==> src/rtl/serial_subtractor.sv <==
// -----------------------------------------------------------------------------
// serial_subtractor
//
// Bit-serial two's-complement subtractor: diff = a - b (mod 2^WIDTH).
// It processes one bit per clock, LSB first, and keeps the borrow in a
// flip-flop. A start/busy/done handshake runs the operation.
//
// Ports:
//   clk    - system clock, rising-edge active
//   rst_n  - asynchronous active-low reset
//   start  - request; only sampled while IDLE
//   a, b   - minuend / subtrahend; captured on the edge that accepts start
//   busy   - high while in RUN
//   done   - one-cycle pulse while in DONE
//   diff   - registered result a - b
//   borrow - unsigned borrow out (a < b unsigned)
//   zero   - diff == 0
//   neg    - diff[WIDTH-1]
//   ovf    - signed overflow of the subtraction
// -----------------------------------------------------------------------------
module serial_subtractor #(
    parameter int WIDTH = 8
) (
    input  logic             clk,
    input  logic             rst_n,
    input  logic             start,
    input  logic [WIDTH-1:0] a,
    input  logic [WIDTH-1:0] b,
    output logic             busy,
    output logic             done,
    output logic [WIDTH-1:0] diff,
    output logic             borrow,
    output logic             zero,
    output logic             neg,
    output logic             ovf
);

    localparam int CW = $clog2(WIDTH + 1);
    localparam logic [CW-1:0] LAST_BIT = CW'(WIDTH - 1);
    localparam logic [CW-1:0] CNT_ONE  = CW'(1);

    typedef enum logic [1:0] {
        IDLE = 2'd0,
        RUN  = 2'd1,
        DONE = 2'd2
    } state_t;

    state_t           state_r;
    state_t           state_s;
    logic [WIDTH-1:0] a_sr_r;
    logic [WIDTH-1:0] b_sr_r;
    logic [WIDTH-1:0] r_sr_r;
    logic             bw_r;
    logic [CW-1:0]    cnt_r;
    logic             a_msb_r;
    logic             b_msb_r;
    logic [WIDTH-1:0] diff_r;
    logic             borrow_r;
    logic             zero_r;
    logic             neg_r;
    logic             ovf_r;

    logic             d_s;
    logic             bw_next_s;
    logic [WIDTH-1:0] r_next_s;
    logic             last_s;

    // Signed overflow of a - b: operands differ in sign and the result's sign
    // does not follow the minuend.
    function automatic logic sub_ovf(input logic a_msb, input logic b_msb,
                                     input logic d_msb);
        return (a_msb != b_msb) && (d_msb != a_msb);
    endfunction

    // Full-subtractor cell for the current bit and the shifted result.
    always_comb begin
        d_s       = a_sr_r[0] ^ b_sr_r[0] ^ bw_r;
        bw_next_s = (~a_sr_r[0] & b_sr_r[0]) | (~(a_sr_r[0] ^ b_sr_r[0]) & bw_r);
        r_next_s  = {d_s, r_sr_r[WIDTH-1:1]};
        last_s    = (state_r == RUN) && (cnt_r == LAST_BIT);
    end

    // Next-state logic.
    always_comb begin
        state_s = state_r;
        case (state_r)
            IDLE: begin
                if (start) begin
                    state_s = RUN;
                end else begin
                    state_s = IDLE;
                end
            end
            RUN: begin
                if (last_s) begin
                    state_s = DONE;
                end else begin
                    state_s = RUN;
                end
            end
            DONE:    state_s = IDLE;
            default: state_s = IDLE;
        endcase
    end

    // State register.
    always_ff @(posedge clk or negedge rst_n) begin
        if (!rst_n) begin
            state_r <= IDLE;
        end else begin
            state_r <= state_s;
        end
    end

    // Operand capture, serial datapath and result/flag registers.
    always_ff @(posedge clk or negedge rst_n) begin
        if (!rst_n) begin
            a_sr_r   <= '0;
            b_sr_r   <= '0;
            r_sr_r   <= '0;
            bw_r     <= 1'b0;
            cnt_r    <= '0;
            a_msb_r  <= 1'b0;
            b_msb_r  <= 1'b0;
            diff_r   <= '0;
            borrow_r <= 1'b0;
            zero_r   <= 1'b0;
            neg_r    <= 1'b0;
            ovf_r    <= 1'b0;
        end else begin
            case (state_r)
                IDLE: begin
                    if (start) begin
                        a_sr_r  <= a;
                        b_sr_r  <= b;
                        r_sr_r  <= '0;
                        bw_r    <= 1'b0;
                        cnt_r   <= '0;
                        a_msb_r <= a[WIDTH-1];
                        b_msb_r <= b[WIDTH-1];
                    end
                end
                RUN: begin
                    a_sr_r <= {1'b0, a_sr_r[WIDTH-1:1]};
                    b_sr_r <= {1'b0, b_sr_r[WIDTH-1:1]};
                    r_sr_r <= r_next_s;
                    bw_r   <= bw_next_s;
                    cnt_r  <= cnt_r + CNT_ONE;
                    // Results only move on the final bit, so they hold
                    // through IDLE and any later RUN.
                    if (last_s) begin
                        diff_r   <= r_next_s;
                        borrow_r <= bw_next_s;
                        zero_r   <= (r_next_s == '0);
                        neg_r    <= d_s;
                        ovf_r    <= sub_ovf(a_msb_r, b_msb_r, d_s);
                    end
                end
                DONE: begin
                end
                default: begin
                end
            endcase
        end
    end

    assign busy   = (state_r == RUN);
    assign done   = (state_r == DONE);
    assign diff   = diff_r;
    assign borrow = borrow_r;
    assign zero   = zero_r;
    assign neg    = neg_r;
    assign ovf    = ovf_r;

endmodule

==> config.mk <==
export PLATFORM = sky130hd
export DESIGN_NAME = serial_subtractor
export DESIGN_NICKNAME = d
export VERILOG_FILES = /design/src/rtl/serial_subtractor.sv
export SDC_FILE = /design/constraint.sdc
export NUM_CORES = 1
export LEC_CHECK = 0
export ABC_AREA = 1
export CORE_UTILIZATION = 47
export CTS_CLUSTER_DIAMETER = 150
export DETAILED_ROUTE_END_ITERATION = 12
export HOLD_SLACK_MARGIN = 0.12
export PLACE_DENSITY = 0.8
export SLEW_MARGIN = 10
export SYNTH_ARGS = -nofsm -noshare
export SYNTH_HDL_FRONTEND = slang
export SYNTH_SLANG_ARGS = --single-unit
==> constraint.sdc <==
create_clock -name clk -period 1.5 [get_ports clk]
set_clock_uncertainty 0.15 [all_clocks]
set_input_delay 0.225 -clock clk [delete_from_list [all_inputs] [get_ports clk]]
set_output_delay 0.225 -clock clk [all_outputs]
set_load 0.03 [all_outputs]
**Word-level counts from Yosys, hierarchy flattened**

Index checks and enable logic that the tools add are counted.

- $add $sub $neg: 1
- $mul: 0
- Divide/modulo/power cells: 0
- $lt $le $gt $ge: 0
- Equal/unequal tests: 6
- Shifts and indexed selects: 0
- Multiplexer cells: 13
- Bitwise logic cells: 7
- Reduce and logical (&&, ||, !) cells: 8

Operators by type and width:

| kind | count |
|---|---|
| 8-bit one-hot mux with 2 select lines | 3 |
| 8-bit 2-to-1 mux | 3 |
| 8-bit logical NOT | 1 |
| 4-bit one-hot mux with 2 select lines | 1 |
| 2-bit AND reduction | 3 |
| 4-bit by 1-bit adder with 4-bit output (second input constant) | 1 |
| 4-bit by 3-bit == test with 1-bit output (second input constant) | 1 |
| 4-bit 2-to-1 mux | 1 |
| 2-bit one-hot mux with 2 select lines | 1 |
| 1-bit bitwise AND | 2 |
| 2-bit by 1-bit == test with 1-bit output (second input constant) | 1 |
| 2-bit == test (second input constant) | 1 |
| 1-bit logical AND | 2 |
| 2-bit logical NOT | 1 |
| 1-bit 2-to-1 mux | 2 |
| 2-bit 2-to-1 mux | 1 |
| 1-bit inequality test | 2 |
| 2-bit inequality test (second input constant) | 1 |
| 1-bit NOT | 2 |
| 1-bit one-hot mux with 2 select lines | 1 |
| 2-bit nonzero test | 1 |
| 1-bit XOR | 2 |
| 1-bit bitwise OR | 1 |

- Register bits after elaboration: 45
- Latch bits: 0
- Bits in writable memories: 0
- Memory bits (read-only): 0
- Bits of input ports: 19
- Output and inout bits: 14
- Logic and storage cells: 48
- Memories kept: 0

**Logic depth before layout (Yosys ltp)**

Gate-level depths: netlist of run 1.

- Word-level depth: 5
- Gate-level depth with buffers: 7
- Gate-level depth less buffers: 7

**Worst setup path before layout of run 1**

No wires, ideal clock.

- Kind: register to register
- From: register a_sr_r[0]
- To: register ovf_r, in the netlist ovf
- Library setup time: 0.065 ns
- Data arrival time: 1.227 ns
- Required time: 1.285 ns
- Path slack: 0.058 ns
- Stages on the path, launching flop included: 7
- Path buffers: 0
- Clock period less this slack: 1.442 ns
- Cells stage by stage: dfrtp_1 > inv_1 > fa_1 > nand3_1 > o21ai_0 > nand2_1 > nand2_1

- Word-level cells in the longest chain between the ends: 4

RTL lines:

| element | line | RTL |
|---|---|---|
| start, declared | 50 | `logic [WIDTH-1:0] a_sr_r;` |
| start signal, assigned | 144 | `a_sr_r <= {1'b0, a_sr_r[WIDTH-1:1]};` |
| 1-bit XOR (2 in a row) | 77 | `d_s = a_sr_r[0] ^ b_sr_r[0] ^ bw_r;` |
| 1-bit inequality test | 72 | `return (a_msb != b_msb) && (d_msb != a_msb);` |
| 1-bit logical AND | 72 |  |
| end signal, assigned | 156 | `ovf_r <= sub_ovf(a_msb_r, b_msb_r, d_s);` |
| end, declared | 61 | `logic ovf_r;` |

Every way passes these cells.
A chain may end at the register's enable or synchronous reset.

**Worst setup path in the final report of run 1**

- From: register bw_r
- To: register ovf_r, in the netlist ovf

- Word-level cells in the longest chain between the ends: 3

RTL lines:

| element | line | RTL |
|---|---|---|
| start, declared | 53 | `logic bw_r;` |
| start signal, assigned | 147 | `bw_r <= bw_next_s;` |
| 1-bit XOR | 77 |  |
| 1-bit inequality test | 72 |  |
| 1-bit logical AND | 72 |  |

Every way passes these cells.

==> results.toml, run 1 <==
[yosys]
ys_seq_area_frac = 0.5552
yosysWarningCount = 0
synthesis.area_mm2 = 0.001938
synth.distinct_cells = 19
syn_avg_cell_area_um2 = 8.576
syn_nets = 248
synth-seq-cells = 43
syn_inst = 226

[die]
num_io_pins = 33
core_mm2 = 0.003799
die_x_um = 66.22
initial_core_util = 0.5102
rows = 22
dieArea_mm2 = 0.004384
die_h_um = 66.22

[sta]
max-slew-margin-rel = 0.7353
setup_viol = 3
finalCriticalPeriod_ps = 1546
slew_viol_final = 0
max_freq_mhz = 646.8
setup_slack_ps = -45.97
hold_viol = 0
worst_slew_pin_slew_ps = 397.0
rsz0062_at_grt = "true"
period_share = 1.031

[placed_design]
hpwl_um = 2537
post_dp_cell_area_mm2 = 0.002365
io_buffer_count = 32
gp_congestion = 0.7354

[cells_and_area]
drive_above_1_share = 0.1355
final_util = 0.6515
final_area_mm2 = 0.002475
mostFrequentLayoutCell = "nand2_1"
n_antenna_cell = 0
layout_common_cells = "nand2_1, dfrtp_1, clkdlybuf4s50_1"
nFillCells = 310
syn_to_final_growth_pct = 27.70
final_nets = 294

[pwr]
power_density_mw_per_mm2 = 2071
intPower_mw = 2.967
power.switching_mw = 2.160
leakagePower_nw = 1.277
p_seq_frac = 0.385
vdd_drop_max_uv = 1031
p_sw_frac = 0.4213
combPwrFrac = 0.475
clkPwrFrac = 0.140

[setup_path]
path_buf_inv = 0
cp_max_fo = 3
slowest_stage = "fa_1"
cpLargestDelayFamily = "adder cells"
cpPeakStageDelay_ps = 610
crit_path_cell_trace = "fa_1 > nand3_1 > o21ai_1 > nand2_1 > nand2_1"
required_ps = 1590
worst-setup-path-type = "reg -> reg"
path_common_cell = "nand2_1"
critPathLaunchType = "flop"
r2r_start = "bw_r"
cp-end-kind = "flop"
critPathLaunch = "bw_r"
cp_data_arrival_time_ps = 1640

[job]
cap_violations = 0

[clock_network]
clock_tree.buffer_depth = 2
cts_root_buffer = "clkbuf_8"
clk_pin_slew_worst_paths_ps = 80
cts_tree = "built"
htree_num_levels = 2
clock-sinks = 43
cts_made_buffers = 5
clock_latency_ps = 300

[drt]
drt_first_pass_iters = 4
dr.max_layer_used = "met4"
ant_nets = 0
drt-initial-drc-count = 90
vias_per_cell = 4.897
met3WireLength_um = 154
wl_um = 3740
route.vias.total = 1572
drc = 0
wl_per_cell_um = 11.65
wl_met2_um = 1603
wl_met1_um = 1925

[global_routing]
grt_use_total = 0.1981
grt_antenna_before_repair = 0
grt_pass1_vias = 1410
grt_pass1_wl_um = 6299
grt_overflow = 0
grt_max_degree = 28

[run_status]
status = "finished, violations left"
violations = "negative setup slack"

[hold_path]
worstHoldPathType = "in -> async"
[worst paths after layout]
path	slack, ps	cells past startpoint	end
max in group asynchronous	500	3	cnt_r[1]
worst max-delay path	-50	5	ovf
worst min register to register	330	2	borrow
worst min-delay path	220	2	diff[5]
min in group clk	320	3	a_sr_r[3]
worst max register to register	-50	5	ovf
[power by group through the flow]
stage / Combinational [mW] / Clock [mW] / Sequential [mW]
floorplan: 1.31 / 0 / 2.23
global placement: 2.39 / 0 / 1.99
detailed placement: 2.44 / 0 / 2.00
CTS: 2.42 / 0.739 / 1.97
global route: 2.72 / 0.781 / 2.03
finish: 2.44 / 0.720 / 1.97
[state kept, by name, indices dropped and copies added (netlist names)]
register,cells
a_msb_r,1
a_sr_r,8
b_msb_r,1
b_sr_r,8
borrow,1
bw_r,1
cnt_r,4
diff,8
ovf,1
r_sr_r,7
state_r,2
zero,1
[logic make-up (layout without fill, tap and decap cells)]
| logic type | count (synthesis) | after routing | synth area share |
|---|---|---|---|
| adder cells (fa/ha/maj) | 3 | 3 | 0.02711 |
| AND/OR/NAND/NOR | 134 | 135 | 0.2834 |
| buffers and inverters | 24 | 70 | 0.06391 |
| AO/OA/AOI/OAI | 22 | 22 | 0.07037 |
| flip-flops | 43 | 43 | 0.5552 |
[metrics by stage]
step	setup WS, ps	TNS (ps)	hold WS (ps)	power (mW)	cells
floorplan	58.16	0	-220.6	3.548	226
global placement	-69.09	-145.9	18.37	4.380	309
detailed placement	-69.12	-284.2	21.48	4.442	309
CTS	-37.39	-48.27	224.0	5.132	320
global route	-124.4	-823.0	255.1	5.523	321
finish	-45.97	-94.60	223.3	5.126	321
[metal layers]
| metal | up-vias | global-route usage |
|---|---|---|
| met5 | - | 0 |
| met4 | 0 | 0.1117 |
| met3 | 5 | 0.04138 |
| met2 | 37 | 0.2857 |
| met1 | 737 | 0.2756 |
| li1 | 793 | - |
[cells in the mapped netlist]
master	number	area, um^2
buf_2	3	15.01
ha_1	1	12.51
nand2_4	1	11.26
nand2_1	109	409.1
inv_1	14	52.55
buf_4	2	15.01
nand4_1	1	6.260
o21ai_0	13	65.06
nand3_1	12	60.06
o21ai_1	2	10.01
nor2_2	1	6.260
nand2_2	1	6.260
o21ai_2	7	61.31
nor2_1	8	30.03
buf_6	3	33.78
fa_1	2	40.04
nor2_8	1	20.02
inv_2	2	7.510
dfrtp_1	43	1076
[repair_timing]
action,4_1_cts,5_1_grt
cloned,0,1
setup buffers,2,0
gates resized for setup,14,1
hold endpoints to repair,43,0
hold buffers,1,0
setup endpoints to repair,15,11
pin swaps,4,1
[worst reg2reg max path, stage by stage, from the launching register on]
cell	delay (ps)
dfrtp_1	420
fa_1	610
nand3_1	90
o21ai_1	100
nand2_1	70
nand2_1	50
[final cells by class]
| type | instances | area (um^2) | share of cell area |
|---|---|---|---|
| clock buffers | 6 | 72.57 | 0.02932 |
| clock inverters | 2 | 12.51 | 0.005056 |
| inverters | 16 | 60.06 | 0.02427 |
| multi-input cells | 160 | 749.5 | 0.3028 |
| flip-flops and latches | 43 | 1076 | 0.4348 |
| well taps | 48 | 60.06 | 0.02427 |
| repair buffers | 46 | 444.2 | 0.1795 |
(Power assumes the default switching activity.)
==> run 2: changes to the inputs <==
Clock period 1.5 ns to 1.4 ns, I/O delays scaled along.
==> run 2 against run 1 <==
Clock power increased by 17%. Routed wire length grew 16%. Die area stayed put. Global-route usage increased by 1.7 points. The run still ends with negative setup slack left. Sequential share of layout area down 3.5 points. Count of clock-buffer cells in the layout is the same. Critical endpoint unchanged.
==> results.toml, run 2 (synthesized netlist as in run 1, its figures left out) <==
[cells_and_area]
layout_common_cells = "nand2_1, dfrtp_1, buf_4"
syn_to_final_growth_pct = 38.80
final_util = 0.7082
n_antenna_cell = 0
nFillCells = 287
drive_above_1_share = 0.2596
final_nets = 306
mostFrequentLayoutCell = "nand2_1"

[clock_network]
clk_pin_slew_worst_paths_ps = 80
cts_made_buffers = 5
clock_tree.buffer_depth = 2
clock_latency_ps = 300
cts_tree = "built"
htree_num_levels = 2
clock-sinks = 43
cts_root_buffer = "clkbuf_8"

[sta]
finalCriticalPeriod_ps = 1487
hold_viol = 0
worst_slew_pin_slew_ps = 283.1
max_freq_mhz = 672.4
period_share = 1.062
whs_ps = 246.5
max-slew-margin-rel = 0.8108
rsz0062_at_grt = "true"
slew_viol_final = 0
setup_slack_ps = -87.26
setup_viol = 11

[global_routing]
grt_use_total = 0.2149
grt_max_degree = 44
grt_pass1_wl_um = 6837
grt_antenna_before_repair = 0
grt_pass1_vias = 1544
grt_overflow = 0

[setup_path]
worst-setup-path-type = "reg -> reg"
cp_data_arrival_time_ps = 1590
required_ps = 1500
r2r_start = "b_sr_r[0]"
cp_max_fo = 3
cp-end-kind = "flop"
critPathLaunchType = "flop"
critPathLaunch = "b_sr_r[0]"
ff2ff_path_depth = 6

[run_status]
status = "finished, violations left"
violations = "negative setup slack"

[placed_design]
gp_congestion = 0.7757
io_buffer_count = 32
hpwl_um = 2516

[die]
dieArea_mm2 = 0.004384
die_h_um = 66.22
num_io_pins = 33
core_mm2 = 0.003799
initial_core_util = 0.5102
die_x_um = 66.22
rows = 22

[drt]
vias_per_cell = 5.021
wl_per_cell_um = 13.08
route.vias.total = 1672
ant_nets = 0
drc = 0
wl_um = 4354
drt_first_pass_iters = 4
drt-initial-drc-count = 195

[pwr]
power_density_mw_per_mm2 = 2295
p_total_mw = 6.175
leakagePower_nw = 1.364
vdd_drop_max_uv = 1204

[hold_path]
worstHoldPathType = "in -> async"

[job]
cap_violations = 0
-- run 2: cell types whose count changed in the layout (fill, tap and decap cells not counted), sizes merged --
cell,previous run,this run
clkdlybuf4s15,0,1
clkbuf,6,8
dlygate4sd2,12,0
nand2,112,114
buf,16,35
-- run 2: area by class of cell --
cell class / instances / area [um^2] / area share
Clock inverter: 2 / 16.27 / 0.006047
Timing Repair Buffer: 56 / 570.5 / 0.2121
Tap cell: 48 / 60.06 / 0.02233
Inverter: 16 / 60.06 / 0.02233
Multi-Input combinational cell: 162 / 824.5 / 0.3065
Sequential cell: 43 / 1076 / 0.4000
Clock buffer: 6 / 82.58 / 0.03070
-- run 2: through the flow --
step	cell area [um^2]	setup WS [ps]	TNS (ps)	cells
2_1_floorplan	1938	-20.58	-21.37	226
3_3_place_gp	2337	-83.12	-910.9	309
3_5_place_dp	2337	-118.1	-1582	309
4_1_cts	2497	-123.4	-282.8	323
5_1_grt	2690	-230.8	-1627	333
6_report	2690	-87.26	-530.1	333
-- run 2: routing by layer --
layer / vias up / share of wire / GRT usage
li1: 815 / - / -
met1: 790 / 0.46 / 0.2818
met2: 57 / 0.46 / 0.3329
met3: 10 / 0.056 / 0.04655
met4: 0 / 0.025 / 0.1117
met5: - / 0 / 0
-- run 2: path summary, 6_finish.rpt --
check / end / slack [ps]
setup / recovery: ovf / -90
hold / removal: diff[6] / 250
setup reg to reg: ovf / -90
hold reg to reg: b_sr_r[7] / 340
max in group asynchronous: r_sr_r[5] / 650
min in group clk: a_sr_r[4] / 300
-- run 2: what timing repair did --
item,CTS,global route
buffers inserted,4,6
pin swaps,5,14
hold endpoints to repair,43,0
gates cloned,1,4
setup endpoints to repair,7,39
hold buffers,1,0
gates resized for setup,8,21
-- run 2: critical path, cell delays in order, from the launching register on --
cell     delay [ps]
dfrtp_1         390
buf_6           130
fa_1            510
nand3_1          70
o21ai_1          70
nand2_1          60
nand2_1          50
-- run 2: report_power, final --
part           internal [mW]  leakage [nW]  switching, mW
sequential              1.78         0.549          0.405
clock                  0.402        0.0474          0.440
combinational           1.41         0.768           1.74
